<file path="src/rtl/line_word_sel.sv">
// line_word_sel: registers one cache line and streams the addressed word or the
// whole line in critical-word-first wrap order over a valid/ready port.
module line_word_sel #(
    parameter int WIDTH = 32,
    parameter int WORDS = 4,
    localparam int OFF_W = $clog2(WORDS)
) (
    input  logic                   clk,
    input  logic                   rst,
    input  logic                   line_valid,
    output logic                   line_ready,
    input  logic [WIDTH*WORDS-1:0] line_data,
    input  logic [OFF_W-1:0]       start_off,
    input  logic                   mode,
    output logic                   out_valid,
    input  logic                   out_ready,
    output logic [WIDTH-1:0]       out_data,
    output logic [OFF_W-1:0]       out_off,
    output logic                   out_last,
    output logic                   busy
);
    localparam logic S_IDLE = 1'b0;
    localparam logic S_SEND = 1'b1;

    logic                         state_q, state_d;
    logic [WORDS-1:0][WIDTH-1:0]  line_q, line_d;
    logic [OFF_W-1:0]             ptr_q, ptr_d, cnt_q, cnt_d;
    logic                         mode_q, mode_d;
    logic                         send, last, accept, adv;

    assign send   = state_q == S_SEND;
    assign last   = !mode_q || cnt_q == OFF_W'(WORDS - 1);
    assign accept = !send && line_valid;
    assign adv    = send && out_ready && !last;

    always_comb begin
        line_d  = accept ? line_data : line_q;
        mode_d  = accept ? mode : mode_q;
        ptr_d   = accept ? start_off : adv ? ptr_q + 1'b1 : ptr_q;
        cnt_d   = accept ? '0 : adv ? cnt_q + 1'b1 : cnt_q;
        state_d = accept ? S_SEND : (send && out_ready && last) ? S_IDLE : state_q;
    end

    always_ff @(posedge clk or posedge rst) begin
        if (rst) begin
            state_q <= S_IDLE;
            line_q  <= '0;
            ptr_q   <= '0;
            cnt_q   <= '0;
            mode_q  <= 1'b0;
        end else begin
            state_q <= state_d;
            line_q  <= line_d;
            ptr_q   <= ptr_d;
            cnt_q   <= cnt_d;
            mode_q  <= mode_d;
        end
    end

    // All outputs come straight from registers; data/last are gated so IDLE shows zeros.
    assign line_ready = !send;
    assign out_valid  = send;
    assign busy       = send;
    assign out_data   = send ? line_q[ptr_q] : '0;
    assign out_off    = ptr_q;
    assign out_last   = send && last;
endmodule

</file>
<file path="config.mk">
export PLATFORM = sky130hd
export DESIGN_NAME = line_word_sel
export DESIGN_NICKNAME = d
export VERILOG_FILES = /design/src/rtl/line_word_sel.sv
export SDC_FILE = /design/constraint.sdc
export NUM_CORES = 1
export LEC_CHECK = 0
export BUFFER_PORTS_ARGS = -buffer_cell sky130_fd_sc_hd__buf_2
export CORE_AREA = 2 2 109 111
export DETAILED_ROUTE_END_ITERATION = 12
export DIE_AREA = 0 0 111 113
export PLACE_DENSITY = 0.82
export SLEW_MARGIN = 10
export SYNTH_ARGS = -nofsm -noshare
export SYNTH_HDL_FRONTEND = slang
export SYNTH_SLANG_ARGS = --single-unit
</file>
<file path="constraint.sdc">
create_clock -name clk -period 11.6 [get_ports clk]
set_input_delay 2.32 -clock clk [delete_from_list [all_inputs] [get_ports clk]]
set_output_delay 2.32 -clock clk [all_outputs]
set_load 0.01 [all_outputs]
</file>
Yosys cells after proc, flatten, opt, wreduce, memory -nomap -nowiden
Index checks and enable logic that the tools add are counted.
{ "word_totals": {"in_bits": 135, "word_cells": 32, "mem_count": 0, "latchBits": 0, "output_inout_bits": 38, "ff_bits": 134, "ram_bits": 0, "romBits": 0} }
{ "classes": {"n_bitwise": 0, "multipliers": 0, "magnitude_cmp": 1, "n_addsub": 2, "div_mod_pow": 0, "eq_ne": 1, "n_shift": 0, "n_reduce_logical": 11, "muxes": 9} }
{ "ops": {"columns": ["op", "n"], "rows": [
  ["$bmux W32 S2", 1],
  ["$mux W32", 2],
  ["$mux W2", 4],
  ["$logic_and A1 B1 Y1", 5],
  ["$add A2 B1 Y2 const B", 2],
  ["$reduce_bool A2 Y1", 2],
  ["$logic_not A1 Y1", 3],
  ["$lt A2 B3 Y1 const B", 1],
  ["$eq A2 B2 Y1 const B", 1],
  ["$mux W1", 2],
  ["$logic_or A1 B1 Y1", 1]
]} }

Logic depth before layout (Yosys ltp)
Gate-level depths: netlist of the first run.
{ "depth": {"word_depth": 6, "depth_mapped": 6, "mapped_depth_nobuf": 4} }

Worst setup path before layout of the first run
Ideal clock, no wire load.
{ "synth_timing": {"kind": "reg2out", "start": "register ptr_q[0] (netlist: out_off[0])", "end": "output out_data[10]", "path_buffers": 2, "stages_incl_launch_ff": 5, "path_slack_ns": 7.906, "required_time_ns": 9.280, "arrival_time_ns": 1.374, "path_cell_list": "dfrtp_1 buf_6 buf_12 mux4_2 and2_1"} }
{ "synth_between": {"elab_chain_len": 3} }
{ "synth_lines": {"columns": ["element", "line_no", "rtl"], "rows": [
  ["from (decl)", "27", "logic [OFF_W-1:0] ptr_q, ptr_d, cnt_q, cnt_d;"],
  ["from (signal assigned)", "54", "ptr_q <= ptr_d;"],
  ["$bmux W32 S2", "64", "assign out_data = send ? line_q[ptr_q] : '0;"],
  ["$mux W32 (implied by the code)", "64", null],
  ["$mux W32", "64", null],
  ["to (decl)", "17", "output logic [WIDTH-1:0] out_data,"]
]} }
Every way passes these cells. The select of a mux whose other input is x is not followed.

Worst setup path after layout of the first run
{ "layout_timing": {"start": "register ptr_q[0] (netlist: out_off[0])", "end": "output out_data[0]"} }
The elaborated chain is that of the path after synthesis.

==> metrics.md, run 1 <==
| Metric | Value |
|---|---|
| Yosys warns | 0 |
| Setup Fix Bufs, Post-CTS | 0 |
| Num ports | roughly 170 |
| CP Cell Sequence | buf_4, mux4_1, and2_1, buf_2 |
| Most frequent cells in the layout | nand2_1, buf_2, dfrtp_1 |
| Hold Buf Count CTS | 0 |
| Commonest non-fill, non-tap cell in the layout | nand2_1 |
| Yosys cell types | 23 |
| Fraction of layout cells with a size suffix above 1 | between 20% and 30% |
| Die Ht | roughly 110 um |
| Slowest cell delay on critical path | around 740 ps |
| Synth Area in Adders | less than 1% |
| Multiplexer share of the synthesized area | between 10% and 20% |
| Met1 WL | around 5900 um |
| Final worst slack | 6721 ps |
| Routability cong. | 0.7714 |
| Post-synthesis cell area | just over 6000 sq um |
| Clock sinks | between 100 and 150 |
| Placed standard-cell area | 6990 sq um |
| Type of the worst setup path | reg2out |
| Die area | roughly 13000 sq um |
| Max-Cap Viols | 0 |
| Complex-gate fraction of the synthesized area | less than 1% |
| CTS tree | built |
| Clock skew | between 5 and 6 ps |
| Area Overhead vs Synth | 24.37% |
| RSZ-0062 raised after global routing | false |
| First-pass DRT Iterations | 5 |
| Average via count per standard cell | between 5 and 6 |
| Crit path max-delay cell type | dfrtp_2 |
| H-tree depth | 4 |
| PD cells | 288.8 nW/um^2 |
| Setup slack at placement | slightly above 7000 ps |
| Largest family of logic cells by synthesized area | simple AND/OR/NAND/NOR gates |
| Syn avg cell area | about 9.4 sq um |
| Top sig layer | met4 |
| Seq/Total Area, Yosys | 54.66% |
| Met3 WL | ~990 um |
| Slew Limit Fails | 0 |
| Status | complete, no violations |
| Gr ovfl total | 0 |
| Number of global-route vias before repair | 5143 |
| Final period util | ~42% |
| TNS Setup | 0 ps |
| DRT Wirelength | roughly 14000 um |
| Largest net degree at the start of global routing | about 90 |
| Critical Path AT | ~2600 ps |
| Die width | around 110 um |
| Cts bufs inserted | 17 |
| VDD IR max | between 0.15 and 0.2 mV |
| Area contributors post-synth | dfrtp_1, nand2_1, mux4_2, and2_1, mux4_1 |
| Synthesized Nets | between 700 and 800 |
| F_max | ~200 MHz |
| Drt drc | 0 |
| Clock Path Buffers | 2 |
| Core Region | around 11000 sq um |
| Class of the worst hold path | reg2reg |
| Clk_lat worst skew | between 400 and 500 ps |
| Tmin final | ~4900 ps |
| Initial antenna violation count | 0 |
| Post-Synth XOR/XNOR Area | 0.1428% |
| Initial core utilization | between 50% and 60% |
| Crit start category | register |
| Final Cell Area | between 7000 and 8000 sq um |
| Synth area leader | dfrtp_1 |
| Num rows | 39 |
| Met2 wire length | roughly 7300 um |
| Clk slew on worst S/H paths | 60 ps |
| Clk root buf | clkbuf_16 |
| Post-route ant nets | 0 |
| Hpwl dp | about 9500 um |
| Global-route wire length before repair | roughly 24000 um |
| Crit-path max FO | 20 |
| Vias post-DR | 4963 |
| Worst-Margin Slew | approximately 900 ps |
| Initial drt markers | around 300 |
| Rel. slew slack | roughly 40% |
| FF+latch count, synth | around 130 |
| Synth Area in Simple Gates | 28.08% |
| I/O Buffers | approximately 170 |
| Final setup fails | 0 |
| Critical Path Sink Type | output port |
| Average wire per standard cell | approximately 15 um |
| GR Util All Layers | approximately a quarter |
| CTS resizes | 0 |
| LEAKAGE | between 4 and 5 nW |
| Post-synth top area share | between 50 and 60% |
| Cells after Synth | 650 |
| Nets | 940 |
| Fin. Hold Viols | 0 |
| N_diodes | 0 |
| Worst EP required | 9280 ps |
[kinds of logic (layout without fill, tap and decap cells)]
family	count (synthesis)	after routing
mux	33	33
simple gates	431	431
compound gates	4	4
buf+inv	46	213
xor+xnor	1	1
fa+ha+maj	1	1
flops	134	134
[area by class of cell]
cell class | count | area (sq um)
Timing Repair Buffer | 178 | 905.9
Multi-Input combinational cell | 470 | 2534
Clock buffer | 25 | 525.5
Clock inverter | 7 | 113.9
Inverter | 3 | 16.27
Fill cell | 894 | 3642
Sequential cell | 134 | 3356
Tap cell | 143 | 178.9
[cells in the mapped netlist (all sizes together)]
cell type	count
o211ai	1
mux2i	1
inv	3
nand2b	2
nor2b	1
nor2	4
ha	1
clkbuf	16
nand3	1
and2	33
mux4	32
nand2	388
xor2	1
dfrtp	134
o21ai	1
a31oi	2
nand4b	1
buf	27
or3	1
[per-layer routing]
layer	vias up	GRT usage [%]
met5	-	0
met4	0	9.250
met3	24	7.713
met2	186	39.96
met1	2405	30.41
li1	2348	-
[metrics by stage]
| step | hold slack, ps | instances | power (mW) | util (%) |
|---|---|---|---|---|
| after floorplan | 437.3 | 650 | 1.409 | - |
| after detailed placement | 458.4 | 928 | 1.640 | 62.02 |
| after global placement | 450.1 | 928 | 1.594 | 62.02 |
| final | 467.7 | 960 | 2.204 | 67.69 |
| after CTS | 472.4 | 960 | 2.221 | 67.69 |
| after global routing | 490.9 | 960 | 2.349 | 67.69 |
[registers in the layout, indices dropped and copies added, names as in the netlist]
signal,flops
out_off,2
mode_q,1
cnt_q,2
line_q,128
busy,1
[worst max-delay path, delay by kind of cell, from the launching register on]
| kind | cells | cell delay (ps) |
|---|---|---|
| multiplexers | 1 | 610 |
| flip-flops | 1 | 740 |
| buffers and inverters | 2 | 600 |
| AND/OR/NAND/NOR | 1 | 180 |
[final timing paths]
kind / to / cells past startpoint / startpoint / slack, ps
setup / recovery: out_data[0] / 4 / out_off[0] / 6720
setup reg to reg: line_q[111] / 5 / busy / 9250
min in group asynchronous: line_q[11] / 2 / rst / 2050
hold / removal: line_q[115] / 2 / line_q[115] / 470
max in group asynchronous: out_off[0] / 3 / rst / 8400
hold reg to reg: line_q[115] / 2 / line_q[115] / 470
[power by group]
group | switching (mW) | total, mW | internal [mW]
Combinational | 0.396 | 0.787 | 0.392
Sequential | 0.158 | 0.846 | 0.689
Clock | 0.193 | 0.570 | 0.378
Note: power is estimated with default switching activity, not from simulation.
==> inputs of run 2 (changes only) <==
--- a/config.mk
+++ b/config.mk
@@ -6,10 +6,10 @@
 export NUM_CORES = 1
 export LEC_CHECK = 0
 export BUFFER_PORTS_ARGS = -buffer_cell sky130_fd_sc_hd__buf_2
-export CORE_AREA = 2 2 109 111
+export CORE_AREA = 2 2 112 114
 export DETAILED_ROUTE_END_ITERATION = 12
-export DIE_AREA = 0 0 111 113
-export PLACE_DENSITY = 0.82
+export DIE_AREA = 0 0 114 116
+export PLACE_DENSITY = 0.79
 export SLEW_MARGIN = 10
 export SYNTH_ARGS = -nofsm -noshare
 export SYNTH_HDL_FRONTEND = slang
==> constraint.sdc (replaced) <==
create_clock -name clk -period 4.95 [get_ports clk]
set_input_delay 0.99 -clock clk [delete_from_list [all_inputs] [get_ports clk]]
set_output_delay 0.99 -clock clk [all_outputs]
set_load 0.01 [all_outputs]
==> run 2 against run 1 <==
Compared with the run above: first-iteration DRC count up 13%; clock power is 140% higher; final cell count rose by 0.42%; flip-flop and latch count unchanged; largest cell class unchanged; critical path depth is the same; global-route usage shrank 1.2 points; design area hardly changed.
==> metrics.md, run 2 (synthesized netlist as in run 1, its figures left out) <==
| Metric | Value |
|---|---|
| Status | complete, no violations (unchanged) |
| Fraction of layout cells with a size suffix above 1 | 29.25% (was 29.62%) |
| Clock sinks | 134 (unchanged) |
| FF-to-FF Start | busy (unchanged) |
| Initial core utilization | 51.50% (was 54.42%) |
| Clock skew | 4.744 ps (was 5.747 ps) |
| GRT met3 Usage | 7.374% (was 7.713%) |
| Initial antenna violation count | 0 (unchanged) |
| Tot Pwr | 5.176 mW (was 2.204 mW) |
| Clock Path Buffers | 2 (unchanged) |
| Net Sw Frac | 33.34% (was 33.85%) |
| RSZ-0062 raised after global routing | false (unchanged) |
| Worst-Margin Slew | 1026 ps (was 898.0 ps) |
| M1 GR Usage | 29.67% (was 30.41%) |
| Die Ht | 116 um (was 113 um) |
| First-pass DRT Iterations | 4 (was 5) |
| Average via count per standard cell | 5.047 (was 5.170) |
| Class of the worst hold path | reg2reg (unchanged) |
| Critical Path AT | 2600 ps (was 2560 ps) |
| Die area | 13220 sq um (was 12540 sq um) |
| Crit-path max FO | 29 (was 20) |
| Final setup fails | 0 (unchanged) |
| Reg with most FFs | line_q (unchanged) |
| DRT Wirelength | 14260 um (was 14460 um) |
| Area Overhead vs Synth | 24.47% (was 24.37%) |
| Final period util | between 70 and 80% |
| Crit path max-delay cell type | dfrtp_2 (unchanged) |
| WP buf/inv | 2 (unchanged) |
| Average wire per standard cell | 14.79 um (was 15.07 um) |
| Hold Buf Count CTS | 0 (unchanged) |
| Nets | 940 (unchanged) |
| Clk root buf | clkbuf_16 (unchanged) |
| PD cells | 677.9 nW/um^2 (was 288.8 nW/um^2) |
| Max FFs per register | 128 (unchanged) |
| Clk_lat worst skew | 410 ps (was 420 ps) |
| Num rows | 40 (was 39) |
| Rel. slew slack | 31.61% (was 40.14%) |
| N_diodes | 0 (unchanged) |
| Drt drc | 0 (unchanged) |
| Num ports | 173 (unchanged) |
| Slowest cell delay on critical path | 990 ps (was 740 ps) |
| Non-Filler Instances | 964 (was 960) |
| Logic pwr share | 34.4% (was 35.7%) |
| Crit start category | register (unchanged) |
| TNS Setup | 0 ps (unchanged) |
| LEAKAGE | 4.210 nW (was 4.218 nW) |
| Hpwl dp | 9233 um (was 9467 um) |
| CTS tree | built (unchanged) |
| Worst EP required | 3960 ps (was 9280 ps) |
| Number of fill cells | 1012 (was 894) |
| GR Util All Layers | 23.07% (was 24.25%) |
| Post-route ant nets | 0 (unchanged) |
| Setup Fix Bufs, Post-CTS | 0 (unchanged) |
| Type of the worst setup path | reg2out (unchanged) |
| Slew Limit Fails | 0 (unchanged) |
| Global-route wire length before repair | 23460 um (was 23890 um) |
| CP Cell Sequence | buf_4, mux4_2, and2_1, buf_2 (was buf_4, mux4_1, and2_1, buf_2) |
| Worst flop-to-flop path endpoint | line_q[117] (was line_q[111]) |
| Initial drt markers | 342 (was 302) |
| Clock Power Share | 26.3% (was 25.9%) |
| Post-Place Cells | 932 (was 928) |
| Clk slew on worst S/H paths | 50 ps (was 60 ps) |
| Gr busiest metal | met2 (unchanged) |
| Commonest non-fill, non-tap cell in the layout | nand2_1 (unchanged) |
| Internal Pwr Total | 3.451 mW (was 1.458 mW) |
| F_max | between 200 and 300 MHz |
| Tmin final | around 3600 ps |
| Routing usage on met2 | 37.10% (was 39.96%) |
| Cell family with most CP delay | flip-flops (unchanged) |
| Core Region | 11910 sq um (was 11270 sq um) |
| WP depth | 4 (unchanged) |
| Vias post-DR | 4865 (was 4963) |
| Routability cong. | 0.8047 (was 0.7714) |
| Gr ovfl total | 0 (unchanged) |
| Critical Path Sink Type | output port (unchanged) |
| H-tree depth | 4 (unchanged) |
| Fin. Hold Viols | 0 (unchanged) |
| Reg2Reg Setup Slack | 2180 ps (was 9250 ps) |
| Die width | 114 um (was 111 um) |
| Sequential fraction of design power | 39.3% (was 38.4%) |
| NetSw | 1.726 mW (was 746.1 uW) |
| Most frequent cells in the layout | nand2_1, buf_2, dfrtp_1 (unchanged) |
| Cell depth of the worst flop-to-flop path | 5 (unchanged) |
| Largest net degree at the start of global routing | 103 (was 88) |
| VDD IR max | 0.3758 mV (was 0.1927 mV) |
| I/O Buffers | 172 (unchanged) |
| CP Launch Point | out_off[0] (unchanged) |
| Cts bufs inserted | 17 (unchanged) |
| CTS resizes | 0 (unchanged) |
| Number of global-route vias before repair | 4843 (was 5143) |
| Max-Cap Viols | 0 (unchanged) |
| Critical Path Sink | out_data[26] (was out_data[0]) |
==> run 2: changes by cell type in the layout (fill, tap and decap cells not counted) <==
cell,change
clkinvlp_4,+1
clkinv_4,-1
clkbuf_1,+3
bufinv_16,+2
clkbuf_8,-5
==> run 2: how the worst min path moves through the flow <==
stage / endpoint / start / slack, ps / cells after the start
after floorplan: line_q[32] / line_q[32] / 440 / 2
after global placement: line_q[98] / line_q[98] / 450 / 2
after detailed placement: line_q[32] / line_q[32] / 450 / 2
after CTS: line_q[32] / line_q[32] / 470 / 2
after global routing: line_q[98] / line_q[98] / 490 / 2
final: line_q[31] / line_q[31] / 460 / 2
==> run 2: routing by layer <==
| layer | up-vias | share of wire (%) |
|---|---|---|
| li1 | 2360 | - |
| met1 | 2335 | 43 |
| met2 | 151 | 49 |
| met3 | 19 | 6.2 |
| met4 | 0 | 1.9 |
| met5 | - | 0 |
==> run 2: area by class of cell <==
type / instances / area, sq um / area share [%]
Timing Repair Buffer: 178 / 905.9 / 11.86
Tap cell: 147 / 183.9 / 2.409
Inverter: 3 / 16.27 / 0.2130
Multi-Input combinational cell: 470 / 2534 / 33.18
Clock inverter: 9 / 172.7 / 2.261
Sequential cell: 134 / 3356 / 43.95
Clock buffer: 23 / 467.9 / 6.128
==> run 2: power by group through the flow <==
stage          Clock, mW  Combinational [mW]  Sequential, mW
5_1_grt             1.44                2.02            2.10
6_report            1.36                1.78            2.03
4_1_cts             1.39                1.80            2.04
3_3_place_gp           0                1.74            2.01
2_1_floorplan          0                1.49            1.81
3_5_place_dp           0                1.79            2.04
==> run 2: worst reg2reg max path: cells and delay by family (launching register included) <==
kind	cells	cell delay, ps
flops	1	770
simple gates	3	1070
buf+inv	2	870
==> run 2: metrics by stage <==
step           cell area [sq um]  hold slack, ps  utilization [%]  worst slack [ps]
2_1_floorplan               6135           437.3                -             377.2
3_3_place_gp                6995           449.7            58.73              1786
3_5_place_dp                6995           454.4            58.73              1760
4_1_cts                     7636           468.4            64.11              1295
5_1_grt                     7636           485.4            64.11              1202
6_report                    7636           463.4            64.11              1364
